--- src/rtl/interrupt_arbiter_if.sv ---
// Bus-side signal bundle for interrupt_arbiter: CPU IACK decode, local irq/iack,
// VME backplane IPL/IACK and the prioritized IPL/autovector back to the CPU.
interface interrupt_arbiter_if #(
  parameter int unsigned NUM_SOURCES = 4
);
  logic                   cpu_as;
  logic [2:0]             cpu_fc;
  logic                   address_16;
  logic [2:0]             cpu_ack_level;
  logic [2:0]             cpu_ipl;
  logic                   cpu_avec;
  logic [NUM_SOURCES-1:0] irq;
  logic [NUM_SOURCES-1:0] iack;
  logic                   dev_dtack;
  logic [2:0]             vme_ipl;
  logic                   vme_iack;

  // master is the card environment (CPU bus, peripherals, VME); slave is the arbiter
  modport master (
    output cpu_as, cpu_fc, address_16, cpu_ack_level, irq, dev_dtack, vme_ipl,
    input  cpu_ipl, cpu_avec, iack, vme_iack
  );

  modport slave (
    input  cpu_as, cpu_fc, address_16, cpu_ack_level, irq, dev_dtack, vme_ipl,
    output cpu_ipl, cpu_avec, iack, vme_iack
  );
endinterface

--- src/rtl/interrupt_arbiter.sv ---
// k30p interrupt controller: merges local irqs and VME IPL into cpu_ipl and routes 68030 IACK cycles.
// Optional macro INTERRUPT_AUTOVEC_FALLBACK_EN: acknowledge timeout falls back to autovector.
module interrupt_arbiter #(
  parameter int unsigned                NUM_SOURCES    = 4,
  // source i level lives in bits [3i+2:3i]: source 0 = level 2 ... source 3 = level 5
  parameter logic [3*NUM_SOURCES-1:0]   SOURCE_LEVELS  = {3'd5, 3'd4, 3'd3, 3'd2},
  parameter int unsigned                TIMEOUT_CYCLES = 64
) (
  input logic                clock,
  input logic                reset,
  interrupt_arbiter_if.slave intr
);

  localparam int unsigned      CNT_W    = $clog2(TIMEOUT_CYCLES + 1);
  localparam int unsigned      IDX_W    = (NUM_SOURCES > 1) ? $clog2(NUM_SOURCES) : 1;
  localparam logic [CNT_W-1:0] CNT_MAX  = CNT_W'(TIMEOUT_CYCLES);
  localparam logic [CNT_W-1:0] CNT_LAST = CNT_W'(TIMEOUT_CYCLES - 1);

`ifdef INTERRUPT_AUTOVEC_FALLBACK_EN
  localparam bit FALLBACK_EN = 1'b1;
`else
  localparam bit FALLBACK_EN = 1'b0;
`endif

  typedef enum logic [2:0] {
    IDLE,
    DECODE,
    ACK_LOCAL,
    ACK_VME,
    AVEC,
    WAIT_RELEASE
  } state_e;

  typedef enum logic [1:0] {
    GRANT_NONE,
    GRANT_LOCAL,
    GRANT_VME
  } grant_e;

  logic [NUM_SOURCES-1:0] irq_meta_q, irq_sync_q;
  logic                   as_meta_q, as_sync_q;
  logic                   dtack_meta_q, dtack_sync_q;
  logic [2:0]             vme_meta_q, vme_sync_q;

  state_e                 state_q, state_d;
  grant_e                 grant_kind_q, grant_kind_d;
  logic [IDX_W-1:0]       grant_idx_q, grant_idx_d;
  logic [CNT_W-1:0]       cnt_q, cnt_d;
  logic [2:0]             ipl_q, ipl_d;
  logic [NUM_SOURCES-1:0] iack_q, iack_d;
  logic                   vme_iack_q, vme_iack_d;
  logic                   avec_q, avec_d;

  logic [2:0]             local_level;
  logic [2:0]             vme_level;
  logic [2:0]             max_level;
  grant_e                 sel_kind;
  logic [IDX_W-1:0]       sel_idx;
  logic                   iack_detect;

  // All asynchronous inputs are active-low, so the idle/reset value is all ones
  always_ff @(posedge clock) begin
    if (reset) begin
      irq_meta_q   <= '1;
      irq_sync_q   <= '1;
      as_meta_q    <= 1'b1;
      as_sync_q    <= 1'b1;
      dtack_meta_q <= 1'b1;
      dtack_sync_q <= 1'b1;
      vme_meta_q   <= '1;
      vme_sync_q   <= '1;
    end else begin
      irq_meta_q   <= intr.irq;
      irq_sync_q   <= irq_meta_q;
      as_meta_q    <= intr.cpu_as;
      as_sync_q    <= as_meta_q;
      dtack_meta_q <= intr.dev_dtack;
      dtack_sync_q <= dtack_meta_q;
      vme_meta_q   <= intr.vme_ipl;
      vme_sync_q   <= vme_meta_q;
    end
  end

  always_comb begin
    local_level = '0;
    for (int unsigned i = 0; i < NUM_SOURCES; i++) begin
      if (!irq_sync_q[i] && (SOURCE_LEVELS[3*i +: 3] > local_level)) begin
        local_level = SOURCE_LEVELS[3*i +: 3];
      end
    end
  end

  assign vme_level   = ~vme_sync_q;
  assign max_level   = (local_level > vme_level) ? local_level : vme_level;
  assign iack_detect = !as_sync_q && (intr.cpu_fc == 3'b111) && intr.address_16;

  // Lowest index wins among local sources; VME only if no local source matches
  always_comb begin
    sel_kind = GRANT_NONE;
    sel_idx  = '0;
    for (int unsigned i = 0; i < NUM_SOURCES; i++) begin
      if ((sel_kind != GRANT_LOCAL) && !irq_sync_q[i] &&
          (SOURCE_LEVELS[3*i +: 3] != 3'd0) &&
          (SOURCE_LEVELS[3*i +: 3] == intr.cpu_ack_level)) begin
        sel_kind = GRANT_LOCAL;
        sel_idx  = IDX_W'(i);
      end
    end
    if ((sel_kind == GRANT_NONE) && (vme_level != 3'd0) &&
        (vme_level == intr.cpu_ack_level)) begin
      sel_kind = GRANT_VME;
    end
  end

  always_ff @(posedge clock) begin
    if (reset) begin
      state_q      <= IDLE;
      grant_kind_q <= GRANT_NONE;
      grant_idx_q  <= '0;
      cnt_q        <= '0;
      ipl_q        <= 3'b111;
      iack_q       <= '1;
      vme_iack_q   <= 1'b1;
      avec_q       <= 1'b1;
    end else begin
      state_q      <= state_d;
      grant_kind_q <= grant_kind_d;
      grant_idx_q  <= grant_idx_d;
      cnt_q        <= cnt_d;
      ipl_q        <= ipl_d;
      iack_q       <= iack_d;
      vme_iack_q   <= vme_iack_d;
      avec_q       <= avec_d;
    end
  end

  // Acknowledge outputs are registered and hold by default, so WAIT_RELEASE keeps
  // whichever one was asserted without re-deriving it from the grantee.
  always_comb begin
    state_d      = state_q;
    grant_kind_d = grant_kind_q;
    grant_idx_d  = grant_idx_q;
    cnt_d        = cnt_q;
    ipl_d        = ipl_q;
    iack_d       = iack_q;
    vme_iack_d   = vme_iack_q;
    avec_d       = avec_q;

    if ((state_q != IDLE) && as_sync_q) begin
      state_d    = IDLE;
      cnt_d      = '0;
      iack_d     = '1;
      vme_iack_d = 1'b1;
      avec_d     = 1'b1;
    end else begin
      unique case (state_q)
        IDLE: begin
          ipl_d = ~max_level;
          if (iack_detect) begin
            state_d      = DECODE;
            grant_kind_d = sel_kind;
            grant_idx_d  = sel_idx;
          end
        end

        DECODE: begin
          cnt_d = '0;
          unique case (grant_kind_q)
            GRANT_LOCAL: begin
              state_d = ACK_LOCAL;
              iack_d  = ~(NUM_SOURCES'(1) << grant_idx_q);
            end
            GRANT_VME: begin
              state_d    = ACK_VME;
              vme_iack_d = 1'b0;
            end
            default: begin
              state_d = AVEC;
              avec_d  = 1'b0;
            end
          endcase
        end

        ACK_LOCAL, ACK_VME: begin
          if (cnt_q != CNT_MAX) begin
            cnt_d = cnt_q + 1'b1;
          end
          if (!dtack_sync_q) begin
            state_d = WAIT_RELEASE;
          end else if (FALLBACK_EN && (cnt_q == CNT_LAST)) begin
            state_d    = AVEC;
            iack_d     = '1;
            vme_iack_d = 1'b1;
            avec_d     = 1'b0;
          end
        end

        AVEC: begin
          state_d = WAIT_RELEASE;
        end

        WAIT_RELEASE: begin
          state_d = WAIT_RELEASE;
        end

        default: begin
          state_d    = IDLE;
          cnt_d      = '0;
          iack_d     = '1;
          vme_iack_d = 1'b1;
          avec_d     = 1'b1;
        end
      endcase
    end
  end

  assign intr.cpu_ipl  = ipl_q;
  assign intr.iack     = iack_q;
  assign intr.vme_iack = vme_iack_q;
  assign intr.cpu_avec = avec_q;

endmodule

--- src/flat_wrapper.sv ---
// flat-port wrapper written by rule: the top's interface ports become plain ports
module interrupt_arbiter_flat 
#(
  parameter int unsigned                NUM_SOURCES    = 4,
                                                                                      
  parameter logic [3*NUM_SOURCES-1:0]   SOURCE_LEVELS  = {3'd5, 3'd4, 3'd3, 3'd2},
  parameter int unsigned                TIMEOUT_CYCLES = 64
)
  (clock, reset, intr_cpu_as, intr_cpu_fc, intr_address_16, intr_cpu_ack_level, intr_irq, intr_dev_dtack, intr_vme_ipl, intr_cpu_ipl, intr_cpu_avec, intr_iack, intr_vme_iack);
  interrupt_arbiter_if #(.NUM_SOURCES(NUM_SOURCES)) intr_i ();
  input logic clock;
  input logic reset;
  input wire logic [$bits(intr_i.cpu_as)-1:0] intr_cpu_as;
  input wire logic [$bits(intr_i.cpu_fc)-1:0] intr_cpu_fc;
  input wire logic [$bits(intr_i.address_16)-1:0] intr_address_16;
  input wire logic [$bits(intr_i.cpu_ack_level)-1:0] intr_cpu_ack_level;
  input wire logic [$bits(intr_i.irq)-1:0] intr_irq;
  input wire logic [$bits(intr_i.dev_dtack)-1:0] intr_dev_dtack;
  input wire logic [$bits(intr_i.vme_ipl)-1:0] intr_vme_ipl;
  output wire logic [$bits(intr_i.cpu_ipl)-1:0] intr_cpu_ipl;
  output wire logic [$bits(intr_i.cpu_avec)-1:0] intr_cpu_avec;
  output wire logic [$bits(intr_i.iack)-1:0] intr_iack;
  output wire logic [$bits(intr_i.vme_iack)-1:0] intr_vme_iack;
  assign intr_i.cpu_as = intr_cpu_as;
  assign intr_i.cpu_fc = intr_cpu_fc;
  assign intr_i.address_16 = intr_address_16;
  assign intr_i.cpu_ack_level = intr_cpu_ack_level;
  assign intr_i.irq = intr_irq;
  assign intr_i.dev_dtack = intr_dev_dtack;
  assign intr_i.vme_ipl = intr_vme_ipl;
  assign intr_cpu_ipl = intr_i.cpu_ipl;
  assign intr_cpu_avec = intr_i.cpu_avec;
  assign intr_iack = intr_i.iack;
  assign intr_vme_iack = intr_i.vme_iack;
  interrupt_arbiter #(.NUM_SOURCES(NUM_SOURCES), .SOURCE_LEVELS(SOURCE_LEVELS), .TIMEOUT_CYCLES(TIMEOUT_CYCLES)) u_core (.clock(clock), .reset(reset), .intr(intr_i));
endmodule
--- config.mk ---
export PLATFORM = sky130hd
export DESIGN_NAME = interrupt_arbiter_flat
export DESIGN_NICKNAME = d
export VERILOG_FILES = /design/src/rtl/interrupt_arbiter_if.sv /design/src/rtl/interrupt_arbiter.sv /design/src/flat_wrapper.sv
export SDC_FILE = /design/constraint.sdc
export NUM_CORES = 1
export LEC_CHECK = 0
export CAP_MARGIN = 20
export CORE_ASPECT_RATIO = 1.25
export CORE_MARGIN = 2
export CORE_UTILIZATION = 55
export CTS_CLUSTER_DIAMETER = 40
export DETAILED_ROUTE_END_ITERATION = 7
export PLACE_DENSITY = 0.91
export SETUP_SLACK_MARGIN = 0.2
export SYNTH_ARGS = -nofsm -noshare
export SYNTH_HDL_FRONTEND = slang
export SYNTH_SLANG_ARGS = --single-unit
--- constraint.sdc ---
create_clock -name clock -period 3.95 [get_ports clock]
set_clock_uncertainty 0.2 [all_clocks]
set_input_delay 0.79 -clock clock [delete_from_list [all_inputs] [get_ports clock]]
set_output_delay 0.79 -clock clock [all_outputs]
set_load 0.02 [all_outputs]
### Word level (Yosys, flattened, before mapping)

Cells that the tools add are included.

* magnitude comparators: 4
* equal/unequal tests: 21
* shift-type cells: 1
* mux-type cells: 23
* bitwise logic cells: 5
* reductions and logical operators: 35

Operators by type and width (count)
* $logic_and A1 B1 Y1: 15
* $mux W3: 5
* $pmux W3 S4: 1
* $mux W2: 5
* $reduce_and A2 Y1: 5
* $eq A3 B3 Y1 const B: 3
* $pmux W4 S2: 1
* $reduce_or A2 Y1: 4
* $mux W1: 7
* $eq A2 B3 Y1 const A: 2
* $eq A3 B2 Y1 const B: 2
* $eq A3 B3 Y1 const A: 2
* $ne A2 B1 Y1 const B: 3
* $not A3 Y3: 2
* $pmux W3 S2: 1
* $reduce_bool A3 Y1: 2
* $logic_not A1 Y1: 5
* $reduce_or A5 Y1: 1
* $mux W4: 1
* $ne A2 B2 Y1 const B: 2
* $not A4 Y4: 1
* $pmux W1 S2: 2
* $shl A1 B2 Y4 const A: 1
* $eq A3 B1 Y1 const B: 1
* 12 further kinds: 15

* bits in registers: 34
* input port bits: 18
* output and inout bits: 9
* logic and storage cells: 104

### Longest topological paths before layout

* word-level depth: 19
* gate-level depth with buffers: 7

### Least setup slack after synthesis

OpenSTA, ideal clock, no wires.

* path kind: reg2reg
* start: register u_core.irq_sync_q[3]
* end: register u_core.ipl_q[1], in the netlist u_core.intr.cpu_ipl[1]
* arrival time: 1541 ps
* required time: 3671 ps
* slack: 2130 ps
* stages on the path, launching flop included: 7
* period minus slack after synthesis: 1820 ps
* cell sequence: dfxtp_1 > a21boi_0 > ha_1 > nand3_1 > o21ai_0 > or4_1 > o211ai_1

* cells in the longest elaborated chain, start to end: 6

RTL lines
* from (decl): line interrupt_arbiter.sv:40 `logic [NUM_SOURCES-1:0] irq_meta_q, irq_sync_q;`
* from (signal assigned): line interrupt_arbiter.sv:74 `irq_sync_q <= irq_meta_q;`
* $logic_not A1 Y1 (*): line interrupt_arbiter.sv:87 `if (!irq_sync_q[i] && (SOURCE_LEVELS[3*i +: 3] > local_level)) begin`
* $logic_and A1 B1 Y1 (*): line interrupt_arbiter.sv:87
* $mux W3 (*): line interrupt_arbiter.sv:87
* $gt A3 B3 Y1: line interrupt_arbiter.sv:94 `assign max_level = (local_level > vme_level) ? local_level : vme_level;`
* $mux W3 (*): line interrupt_arbiter.sv:94
* $not A3 Y3 (*): line interrupt_arbiter.sv:158 `ipl_d = ~max_level;`
* to (signal assigned): line interrupt_arbiter.sv:130 `ipl_q <= ipl_d;`
* to (decl): line interrupt_arbiter.sv:49 `logic [2:0] ipl_q, ipl_d;`

Every way passes the cells marked *; elsewhere a longest branch is shown, timed or not.
A chain may end at the register's enable or synchronous reset.

==> out/qor.csv <==
metric,value,unit
fin_nets,210,
grt_start_max_net_pins,33,
p_int,0.4813,mW
clock_latency,0.34,ns
grt_setup_unrepaired,false,
antenna_cells,0,
cp-end-kind,flip-flop,
die_w,50.50,um
place_congestion,0.7646,
fin_cells,220,
clockBufferDepth,2,
ys_seq_area_frac,0.4579,
synth_area,0.001486,mm2
drtIter0Drc,24,
design_area,0.001810,mm2
holdCritPathClass,reg2reg,
switching_share,0.2384,
seqPwrFrac,0.574,
power_density,349.1,mW/mm2
power_leakage,0.7104,nW
dp.final_hpwl,2092,um
worstSetupPathType,in2reg,
start_kind,input port,
die_h,62.13,um
synth.top_cells.by_area,"dfxtp_1 46%, or2_2 7.6%, ha_1 5.9%, a21oi_1 3.0%, nor3_1 3.0%",
drc_errors,0,
yosys_warnings,0,
syn_nets,183,
cts-buffers-inserted,5,
fin_crit_sh,0.6002,
final-hold-violation-count,0,
cp_max_fo,32,
final_common_cell,dfxtp_1,
synth-main-ff-cell,dfxtp_1,
grt_usage,0.2027,
ir_drop,0.0002364,V
tns,0,ns
hold_buffers,0,
arrival,2.47,ns
ys_async_sr_fraction,0,
relSlewSlack,0.3881,
final_util,0.6890,
yosys.area.top_type_share,0.4579,
p_comb_frac,0.114,
tightest_slew,0.9150,ns
final-max-slew-violation-count,0,
coreArea,0.002628,mm2
dp.cells,212,
grt_pass1_vias,1212,
synth_edf_count,0,
h-tree-depth,2,
drive_above_1_share,0.1559,
wirelength,2796,um
viasPerCell,5.536,
clk_pin_slew,0.10,ns
setup_viol,0,
ys_ff_latch,34,
switchingPower,0.1507,mW
grt_pass1_wl,4816,um
drv_cap,0,
design.die.area,0.003137,mm2
holdWs,0.2138,ns
synth_largest_area_cell,dfxtp_1,
io_buffers,26,
io_pins,27,
clkPwrFrac,0.311,
grt-ovfl-total,0,
routedWlPerCell,12.71,um
cts_setup_buffers,0,
outcome,completed,
detail-route-antenna-nets,0,
antenna_found_initial,0,
cts_tree,yes,
cts-root-buf,clkbuf_4,
period_minus_slack,2.371,ns
fin_ws,1.579,ns
worstPathRequired,4.05,ns
dp_slack,1.198,ns
postSynthAreaPerCell,9.408,um2
syn_to_final_growth,21.80,%
layout_common_cells,"34 x dfxtp_1, 26 x clkdlybuf4s50_1, 18 x or2_2",
vias,1218,
synth_cell_types,37,
place_area,0.001750,mm2
first_pass_iters,4,
total_power,0.6320,mW
post_cts_resize_count,0,
syn_inst,158,
cts_sinks,34,
max_freq,421.8,MHz
std_cell_rows,21,
initial_core_util,0.5657,
flip-flops by register name, indices dropped and copies added, names as in the netlist, 2 cells and up:
| name | flops |
|---|---|
| u_core.vme_meta_q | 3 |
| u_core.irq_meta_q | 4 |
| u_core.intr.cpu_ipl | 3 |
| u_core.vme_sync_q | 3 |
| u_core.intr.iack | 4 |
| u_core.irq_sync_q | 4 |
| u_core.grant_kind_q | 2 |
| u_core.state_q | 3 |
| u_core.grant_idx_q | 2 |
area by class of cell:
cell class	count	area, um2
Sequential cell	34	680.7
Fill cell	220	817.0
Timing Repair Buffer	26	260.3
Inverter	7	26.28
Clock buffer	7	55.05
Clock inverter	1	5.005
Multi-Input combinational cell	111	740.7
Tap cell	34	42.54
kinds of logic (layout without fill, tap and decap cells):
| kind of cell | count (synthesis) | in the layout | synth area share |
|---|---|---|---|
| adder cells (fa/ha/maj) | 7 | 7 | 0.05892 |
| buffers and inverters | 13 | 41 | 0.04377 |
| multiplexers | 3 | 3 | 0.02020 |
| XOR/XNOR | 1 | 1 | 0.005893 |
| AND/OR/NAND/NOR | 67 | 67 | 0.2668 |
| flip-flops | 34 | 34 | 0.4579 |
| AO/OA/AOI/OAI | 33 | 33 | 0.1465 |
cells in the mapped netlist (all sizes together), types with 2 or more instances:
| cell type | number |
|---|---|
| nor2 | 5 |
| nand3b | 2 |
| dfxtp | 34 |
| o21a | 3 |
| mux2i | 3 |
| o21ai | 6 |
| or2 | 18 |
| nand2b | 3 |
| nor3b | 2 |
| ha | 7 |
| nor2b | 5 |
| nor3 | 10 |
| nand2 | 12 |
| nand3 | 4 |
| a21oi | 9 |
| inv | 7 |
| a211oi | 4 |
| buf | 3 |
| nand4b | 3 |
| clkbuf | 3 |
layer usage:
metal	track usage	up-vias	share of wire
met5	0	-	0
met4	0.1486	0	0.048
met3	0.06731	18	0.050
met2	0.3520	40	0.54
met1	0.1911	554	0.37
li1	-	606	-
final timing paths:
check / from / endpoint / slack [ns] / cells after the start
worst max-delay path: reset / u_core.grant_kind_q[1] / 1.58 / 3
worst min-delay path: u_core.vme_meta_q[2] / u_core.vme_sync_q[2] / 0.21 / 1
worst max register to register: u_core.irq_sync_q[3] / u_core.intr.cpu_ipl[2] / 1.84 / 6
worst min register to register: u_core.vme_meta_q[2] / u_core.vme_sync_q[2] / 0.21 / 1
power by group through the flow:
stage               combinational [mW]  clock, mW  sequential, mW
global placement                0.0693          0           0.370
detailed placement              0.0726          0           0.371
finish                          0.0722      0.197           0.363
floorplan                       0.0342          0           0.374
global route                    0.0802      0.213           0.364
CTS                             0.0729      0.205           0.363
critical path, cell delays in order:
cell	delay, ns
clkdlybuf4s50_1	0.88
a2111oi_0	0.61
a31o_1	0.20
Power figures use the tool's default switching activity.
